`src/rtl/pipe_hazard_ctrl_if.sv`:
```
// Handshake bundle between the pipeline datapath and the hazard sequencer.
// Counter outputs exist only when HAZARD_STALL_CNT_EN is defined.
interface pipe_hazard_ctrl_if #(parameter int REGW = 5);
  logic            ihit;
  logic            dhit;
  logic            mem_dren;
  logic            mem_dwen;
  logic            mem_pcsrc;
  logic            mem_halt;
  logic            ex_dren;
  logic [REGW-1:0] ex_rt;
  logic [REGW-1:0] id_rs;
  logic [REGW-1:0] id_rt;
  logic            id_uses_rt;
  logic            pc_en;
  logic            ifid_en;
  logic            idex_en;
  logic            exmem_en;
  logic            memwb_en;
  logic            ifid_flush;
  logic            idex_flush;
  logic            exmem_flush;
  logic            halted;
`ifdef HAZARD_STALL_CNT_EN
  logic [31:0]     stall_cycles;
  logic [31:0]     flush_events;

  modport master (
    output ihit, dhit, mem_dren, mem_dwen, mem_pcsrc, mem_halt,
           ex_dren, ex_rt, id_rs, id_rt, id_uses_rt,
    input  pc_en, ifid_en, idex_en, exmem_en, memwb_en,
           ifid_flush, idex_flush, exmem_flush, halted,
           stall_cycles, flush_events
  );

  modport slave (
    input  ihit, dhit, mem_dren, mem_dwen, mem_pcsrc, mem_halt,
           ex_dren, ex_rt, id_rs, id_rt, id_uses_rt,
    output pc_en, ifid_en, idex_en, exmem_en, memwb_en,
           ifid_flush, idex_flush, exmem_flush, halted,
           stall_cycles, flush_events
  );
`else
  modport master (
    output ihit, dhit, mem_dren, mem_dwen, mem_pcsrc, mem_halt,
           ex_dren, ex_rt, id_rs, id_rt, id_uses_rt,
    input  pc_en, ifid_en, idex_en, exmem_en, memwb_en,
           ifid_flush, idex_flush, exmem_flush, halted
  );

  modport slave (
    input  ihit, dhit, mem_dren, mem_dwen, mem_pcsrc, mem_halt,
           ex_dren, ex_rt, id_rs, id_rt, id_uses_rt,
    output pc_en, ifid_en, idex_en, exmem_en, memwb_en,
           ifid_flush, idex_flush, exmem_flush, halted
  );
`endif
endinterface

```
`src/rtl/pipe_hazard_ctrl.sv`:
```
// Stall/flush sequencer for the 5-stage pipeline latches and PC enable.
// Optional HAZARD_STALL_CNT_EN adds saturating stall/flush event counters.
//
// state   | meaning
// RUN     | normal issue, hazards resolved by priority
// MEMWAIT | data access outstanding, pipe frozen until dhit
// DRAIN   | halt in flight, MEM/WB still retiring, front end flushed
// HALTED  | sticky stop, left only through reset
module pipe_hazard_ctrl #(
  parameter int DRAIN_CYCLES = 2,
  parameter int REGW         = 5
) (
  input logic           CLK,
  input logic           nRST,
  pipe_hazard_ctrl_if.slave hz
);

  typedef enum logic [1:0] {RUN, MEMWAIT, DRAIN, HALTED} state_t;

  // The mem_halt cycle is the first drain cycle, so the counter covers the rest.
  localparam logic [3:0] DRAIN_LOAD = 4'(DRAIN_CYCLES - 1);

  state_t     state, state_n;
  logic [3:0] cnt, cnt_n;
  logic       halted_r, halted_n;

  logic            mem_req;
  logic            load_use;
  logic [REGW-1:0] ex_rt, id_rs, id_rt;

  logic c_pc_en, c_ifid_en, c_idex_en, c_exmem_en, c_memwb_en;
  logic c_ifid_flush, c_idex_flush, c_exmem_flush;
  logic adv;

  assign ex_rt    = hz.ex_rt;
  assign id_rs    = hz.id_rs;
  assign id_rt    = hz.id_rt;
  assign mem_req  = hz.mem_dren | hz.mem_dwen;
  assign load_use = hz.ex_dren && (ex_rt != '0) &&
                    ((ex_rt == id_rs) || (hz.id_uses_rt && (ex_rt == id_rt)));

  always_ff @(posedge CLK or negedge nRST) begin
    if (!nRST) begin
      state    <= RUN;
      cnt      <= '0;
      halted_r <= 1'b0;
    end else begin
      state    <= state_n;
      cnt      <= cnt_n;
      halted_r <= halted_n;
    end
  end

  always_comb begin
    state_n       = state;
    cnt_n         = cnt;
    halted_n      = halted_r;
    adv           = 1'b0;
    c_pc_en       = 1'b0;
    c_ifid_en     = 1'b0;
    c_idex_en     = 1'b0;
    c_exmem_en    = 1'b0;
    c_memwb_en    = 1'b0;
    c_ifid_flush  = 1'b0;
    c_idex_flush  = 1'b0;
    c_exmem_flush = 1'b0;

    case (state)
      RUN: begin
        if (hz.mem_halt) begin
          c_ifid_en     = 1'b1;
          c_idex_en     = 1'b1;
          c_exmem_en    = 1'b1;
          c_memwb_en    = 1'b1;
          c_ifid_flush  = 1'b1;
          c_idex_flush  = 1'b1;
          c_exmem_flush = 1'b1;
          if (DRAIN_LOAD == 4'd0) begin
            state_n  = HALTED;
            halted_n = 1'b1;
          end else begin
            state_n = DRAIN;
            cnt_n   = DRAIN_LOAD;
          end
        end else if (mem_req && !hz.dhit) begin
          state_n = MEMWAIT;
        end else begin
          adv = 1'b1;
        end
      end
      MEMWAIT: begin
        if (hz.dhit) begin
          adv     = 1'b1;
          state_n = RUN;
        end
      end
      DRAIN: begin
        c_ifid_en     = 1'b1;
        c_idex_en     = 1'b1;
        c_exmem_en    = 1'b1;
        c_memwb_en    = 1'b1;
        c_ifid_flush  = 1'b1;
        c_idex_flush  = 1'b1;
        c_exmem_flush = 1'b1;
        cnt_n         = cnt - 4'd1;
        if (cnt <= 4'd1) begin
          state_n  = HALTED;
          halted_n = 1'b1;
          cnt_n    = '0;
        end
      end
      HALTED: begin
        halted_n = 1'b1;
      end
      default: begin
        state_n = RUN;
      end
    endcase

    // Shared by RUN and the completing MEMWAIT cycle.
    if (adv) begin
      c_ifid_en  = 1'b1;
      c_idex_en  = 1'b1;
      c_exmem_en = 1'b1;
      c_memwb_en = 1'b1;
      c_pc_en    = 1'b1;
      if (hz.mem_pcsrc) begin
        c_ifid_flush  = 1'b1;
        c_idex_flush  = 1'b1;
        c_exmem_flush = 1'b1;
      end else if (load_use) begin
        c_pc_en      = 1'b0;
        c_ifid_en    = 1'b0;
        c_idex_flush = 1'b1;
      end else if (!hz.ihit) begin
        c_pc_en      = 1'b0;
        c_ifid_flush = 1'b1;
      end
    end
  end

  assign hz.pc_en       = nRST & c_pc_en;
  assign hz.ifid_en     = nRST & c_ifid_en;
  assign hz.idex_en     = nRST & c_idex_en;
  assign hz.exmem_en    = nRST & c_exmem_en;
  assign hz.memwb_en    = nRST & c_memwb_en;
  assign hz.ifid_flush  = nRST & c_ifid_flush;
  assign hz.idex_flush  = nRST & c_idex_flush;
  assign hz.exmem_flush = nRST & c_exmem_flush;
  assign hz.halted      = nRST & halted_r;

`ifdef HAZARD_STALL_CNT_EN
  logic [31:0] stall_cycles, flush_events;
  logic        stall_evt, flush_evt;

  assign stall_evt = ((state == RUN) || (state == MEMWAIT)) && !c_pc_en;
  assign flush_evt = adv && hz.mem_pcsrc;

  always_ff @(posedge CLK or negedge nRST) begin
    if (!nRST) begin
      stall_cycles <= '0;
      flush_events <= '0;
    end else begin
      if (stall_evt && (stall_cycles != 32'hFFFF_FFFF))
        stall_cycles <= stall_cycles + 32'd1;
      if (flush_evt && (flush_events != 32'hFFFF_FFFF))
        flush_events <= flush_events + 32'd1;
    end
  end

  assign hz.stall_cycles = stall_cycles;
  assign hz.flush_events = flush_events;
`endif

endmodule

```
`src/flat_wrapper.sv`:
```
// flat-port wrapper written by rule: the top's interface ports become plain ports
module pipe_hazard_ctrl_flat 
#(
  parameter int DRAIN_CYCLES = 2,
  parameter int REGW         = 5
)
  (CLK, nRST, hz_ihit, hz_dhit, hz_mem_dren, hz_mem_dwen, hz_mem_pcsrc, hz_mem_halt, hz_ex_dren, hz_ex_rt, hz_id_rs, hz_id_rt, hz_id_uses_rt, hz_pc_en, hz_ifid_en, hz_idex_en, hz_exmem_en, hz_memwb_en, hz_ifid_flush, hz_idex_flush, hz_exmem_flush, hz_halted);
  pipe_hazard_ctrl_if #(.REGW(REGW)) hz_i ();
  input logic CLK;
  input logic nRST;
  input wire logic [$bits(hz_i.ihit)-1:0] hz_ihit;
  input wire logic [$bits(hz_i.dhit)-1:0] hz_dhit;
  input wire logic [$bits(hz_i.mem_dren)-1:0] hz_mem_dren;
  input wire logic [$bits(hz_i.mem_dwen)-1:0] hz_mem_dwen;
  input wire logic [$bits(hz_i.mem_pcsrc)-1:0] hz_mem_pcsrc;
  input wire logic [$bits(hz_i.mem_halt)-1:0] hz_mem_halt;
  input wire logic [$bits(hz_i.ex_dren)-1:0] hz_ex_dren;
  input wire logic [$bits(hz_i.ex_rt)-1:0] hz_ex_rt;
  input wire logic [$bits(hz_i.id_rs)-1:0] hz_id_rs;
  input wire logic [$bits(hz_i.id_rt)-1:0] hz_id_rt;
  input wire logic [$bits(hz_i.id_uses_rt)-1:0] hz_id_uses_rt;
  output wire logic [$bits(hz_i.pc_en)-1:0] hz_pc_en;
  output wire logic [$bits(hz_i.ifid_en)-1:0] hz_ifid_en;
  output wire logic [$bits(hz_i.idex_en)-1:0] hz_idex_en;
  output wire logic [$bits(hz_i.exmem_en)-1:0] hz_exmem_en;
  output wire logic [$bits(hz_i.memwb_en)-1:0] hz_memwb_en;
  output wire logic [$bits(hz_i.ifid_flush)-1:0] hz_ifid_flush;
  output wire logic [$bits(hz_i.idex_flush)-1:0] hz_idex_flush;
  output wire logic [$bits(hz_i.exmem_flush)-1:0] hz_exmem_flush;
  output wire logic [$bits(hz_i.halted)-1:0] hz_halted;
  assign hz_i.ihit = hz_ihit;
  assign hz_i.dhit = hz_dhit;
  assign hz_i.mem_dren = hz_mem_dren;
  assign hz_i.mem_dwen = hz_mem_dwen;
  assign hz_i.mem_pcsrc = hz_mem_pcsrc;
  assign hz_i.mem_halt = hz_mem_halt;
  assign hz_i.ex_dren = hz_ex_dren;
  assign hz_i.ex_rt = hz_ex_rt;
  assign hz_i.id_rs = hz_id_rs;
  assign hz_i.id_rt = hz_id_rt;
  assign hz_i.id_uses_rt = hz_id_uses_rt;
  assign hz_pc_en = hz_i.pc_en;
  assign hz_ifid_en = hz_i.ifid_en;
  assign hz_idex_en = hz_i.idex_en;
  assign hz_exmem_en = hz_i.exmem_en;
  assign hz_memwb_en = hz_i.memwb_en;
  assign hz_ifid_flush = hz_i.ifid_flush;
  assign hz_idex_flush = hz_i.idex_flush;
  assign hz_exmem_flush = hz_i.exmem_flush;
  assign hz_halted = hz_i.halted;
  pipe_hazard_ctrl #(.DRAIN_CYCLES(DRAIN_CYCLES), .REGW(REGW)) u_core (.CLK(CLK), .nRST(nRST), .hz(hz_i));
endmodule
```
`config.mk`:
```
export PLATFORM = sky130hd
export DESIGN_NAME = pipe_hazard_ctrl_flat
export DESIGN_NICKNAME = d
export VERILOG_FILES = /design/src/rtl/pipe_hazard_ctrl_if.sv /design/src/rtl/pipe_hazard_ctrl.sv /design/src/flat_wrapper.sv
export SDC_FILE = /design/constraint.sdc
export NUM_CORES = 1
export LEC_CHECK = 0
export BUFFER_PORTS_ARGS = -buffer_cell sky130_fd_sc_hd__buf_4
export CORE_MARGIN = 10
export CORE_UTILIZATION = 30
export CTS_CLUSTER_DIAMETER = 100
export DETAILED_ROUTE_END_ITERATION = 16
export GPL_ROUTABILITY_DRIVEN = 0
export PLACE_DENSITY = 0.62
export REMOVE_ABC_BUFFERS = 1
export SYNTH_ARGS = -nofsm -noshare
export SYNTH_HDL_FRONTEND = slang
export SYNTH_SLANG_ARGS = --single-unit
```
`constraint.sdc`:
```
create_clock -name CLK -period 2.3 [get_ports CLK]
set_input_delay 0.115 -clock CLK [delete_from_list [all_inputs] [get_ports CLK]]
set_output_delay 0.115 -clock CLK [all_outputs]
set_load 0.05 [all_outputs]
```
==> impl_metrics.env <==
export IMPL_status="complete, no violations"
export IMPL_synthSimpleGateAreaFrac_pct=16.6
export IMPL_startpoint_type="flip-flop"
export IMPL_slowest_stage="dfrtp_1"
export IMPL_drive_gt1_share_pct=35.5
export IMPL_grt_pass1_wl_um=3480
export IMPL_synth_flop_cell="dfrtp_1"
export IMPL_max_stage_delay_ns=0.42
export IMPL_cts_buffers=3
export IMPL_regArea_um2=175
export IMPL_internal_power_mw=0.548
export IMPL_cp_endpoint="hz_idex_flush"
export IMPL_synth_top_cell_area_share_pct=23.3
export IMPL_rr_endpoint="u_core.state[1]"
export IMPL_die_h_um=70.1
export IMPL_row_count=18
export IMPL_ios=34
export IMPL_cap_violations=0
export IMPL_initial_core_util_pct=31.0
export IMPL_min_delay_path_class="input port to asynchronous set/reset pin"
export IMPL_worstMarginPinSlew_ns=0.453
export IMPL_final_hold_violation_count=0
export IMPL_final_area_um2=1070
export IMPL_netlist_area_um2=753
export IMPL_grt_ovfl_total=0
export IMPL_num_vias=727
export IMPL_ys_warn_count=0
export IMPL_synth_most_common_cell="xnor2_1"
export IMPL_io_buffers=33
export IMPL_max_clock_path_buffers=2
export IMPL_htree_levels=1
export IMPL_place_area_um2=1020
export IMPL_synthArstFlopShare_pct=100
export IMPL_setup_ws_ns=0.147
export IMPL_grtUsageTotal_pct=8.46
export IMPL_synth_compound_area_share_pct=26.1
export IMPL_vdd_drop_max_mv=0.620
export IMPL_cts_root_buffer="clkbuf_4"
export IMPL_synth_common_cells="10 x xnor2_1, 9 x inv_1, 7 x dfrtp_1, 7 x ha_1"
export IMPL_stdcell_count=154
export IMPL_dr_pass1_iters=4
export IMPL_wirelength_um=2040
export IMPL_synth_area_per_cell_um2=8.66
export IMPL_ff2ff_path_depth=6
export IMPL_seqPwrFrac_pct=18.2
export IMPL_clockPowerShare_pct=10.5
export IMPL_grt_max_degree=16
export IMPL_avgRoutedWirePerCell_um=13.3
export IMPL_drv_slew=0
export IMPL_first_global_vias=745
export IMPL_p_switching_mw=0.584
export IMPL_drt_iter0_drc=41
export IMPL_multi_input_area_um2=532
export IMPL_diodes=0
export IMPL_maxSlewHeadroom_pct=68.9
export IMPL_endpoint_kind="output port"
export IMPL_design_die_area_um2=4910
export IMPL_clock_latency_ns=0.27
export IMPL_finalPower_mw=1.13
export IMPL_min_period_over_period_pct=93.6
export IMPL_seq_area_frac_synth_pct=23.3
export IMPL_grt_antenna_before_repair=0
export IMPL_cts_sinks=7
export IMPL_dp_hpwl_um=1730
export IMPL_finalClockSkew_ns=0.00196
export IMPL_area_delta_synth_final_pct=42.0
export IMPL_core_um2=2430
export IMPL_crit_start="u_core.state[0]"
export IMPL_reg2reg_from="u_core.cnt[0]"
export IMPL_max_freq_mhz=465
export IMPL_vias_per_cell=4.72
export IMPL_cp_arrival_ns=2.04
export IMPL_ant_nets=0
export IMPL_synth_top_area_cell="dfrtp_1"
export IMPL_clkTransAtPathRegs_ns=0.05
export IMPL_cp_data_required_time_ns=2.18
export IMPL_drc=0
export IMPL_synth_fa_ha_area_share_pct=11.6
export IMPL_rsz0062_at_grt="false"
export IMPL_power_frac_comb_pct=71.3
export IMPL_synth_edf_count=0
export IMPL_cts_tree="built"
export IMPL_final_fill_count=247
export IMPL_leakage_nw=0.491
export IMPL_die_w_um=70.1
export IMPL_path_max_fanout=5
export IMPL_muxShareOfSynthArea_pct=4.32
export IMPL_synth_area_leaders="dfrtp_1 23%, ha_1 12%, xnor2_1 12%"
export IMPL_swShare_pct=51.6
export IMPL_setup_viol=0
export IMPL_yosysUniqueCellTypes=34
export IMPL_r2r_slack_ns=0.62
export IMPL_synth_xor_area_share_pct=11.6
export IMPL_min_period_ns=2.15
export IMPL_critical_path_class="flip-flop to output port"
export IMPL_setup_tns_ns=0
export IMPL_fin_nets=157
export IMPL_place_ws_ns=0.364
export IMPL_path_cells="inv_1 > ha_1 > nand2b_1 > o21ai_1 > a31oi_1 > a21bo_1 > buf_4"
export IMPL_powerDensity_nw_per_um2=1060
export IMPL_ys_seq_elements=7
export IMPL_synth_top_family_by_area="compound AO/OA/AOI/OAI gates"
export IMPL_placed_cells=148
export IMPL_syn_instance_count=87
worst max-delay path, delay by kind of cell, from the launching register on:
family / cells / cell delay [ns]
AO/OA/AOI/OAI: 3 / 0.65
adder cells (fa/ha/maj): 1 / 0.25
flip-flops: 1 / 0.42
buffers and inverters: 2 / 0.28
AND/OR/NAND/NOR: 1 / 0.17
cell families after synthesis:
kind of cell,Yosys count
AO/OA/AOI/OAI,27
AND/OR/NAND/NOR,22
buffers and inverters,11
XOR/XNOR,10
adder cells (fa/ha/maj),7
flip-flops,7
multiplexers,3
layout by cell type (no fill, tap or decap), types with 2 or more instances in the layout:
cell | synthesis | final
a21oi_1 | 5 | 5
and2_1 | 2 | 2
buf_4 | 2 | 34
clkbuf_4 | 0 | 3
dfrtp_1 | 7 | 7
ha_1 | 7 | 6
inv_1 | 9 | 9
mux2_2 | 2 | 2
nand2_1 | 6 | 6
nand2b_1 | 2 | 2
nor2_1 | 2 | 2
nor2b_1 | 2 | 2
o211ai_1 | 4 | 4
o21ai_0 | 6 | 5
o22ai_1 | 2 | 2
xnor2_1 | 10 | 10
through the flow:
stage / utilization [%] / hold WS (ns)
after floorplan: - / -0.181
after global placement: 42.1 / -0.0389
after detailed placement: 42.1 / -0.0365
after CTS: 43.6 / 0.214
after global routing: 44.0 / 0.238
final: 44.0 / 0.219
worst min-delay path by stage:
stage / depth (start not counted) / endpoint / startpoint
detailed placement: 1 / u_core.cnt[3] / nRST
finish: 2 / u_core.cnt[2] / nRST
CTS: 2 / u_core.cnt[2] / nRST
global placement: 1 / u_core.state[1] / nRST
global route: 2 / u_core.cnt[2] / nRST
floorplan: 0 / u_core.cnt[0] / nRST
what timing repair did:
item                       in CTS  in global routing
buffers inserted                0                  1
hold buffers                    1                  0
hold endpoints to repair        7                  0
gates resized for setup         0                  2
setup endpoints to repair       0                  4
power groups by stage:
stage	logic, mW	registers, mW	clock network, mW
after floorplan	0.579	0.197	0
after global placement	0.778	0.203	0
after detailed placement	0.792	0.209	0
after CTS	0.796	0.207	0.124
after global routing	0.886	0.213	0.126
final	0.807	0.207	0.119
sequential cells by signal (all words and copies together), names as in the netlist:
| register | count |
|---|---|
| u_core.cnt | 4 |
| u_core.state | 2 |
| u_core.halted_r | 1 |
layer usage:
layer	vias up	track usage, %	wire length (um)
met1	309	9.92	984
met4	0	3.95	42
met2	29	13.5	875
met3	5	2.82	139
li1	384	-	-
met5	-	0	0
cell type report:
class	instances	share of cell area [%]
clock buffer	4	2.46
timing repair buffer	35	24.8
tap	30	3.51
inverter	9	3.16
multi-input combinational	69	49.7
sequential	7	16.4
No activity file was read; power rests on OpenSTA's default activity.
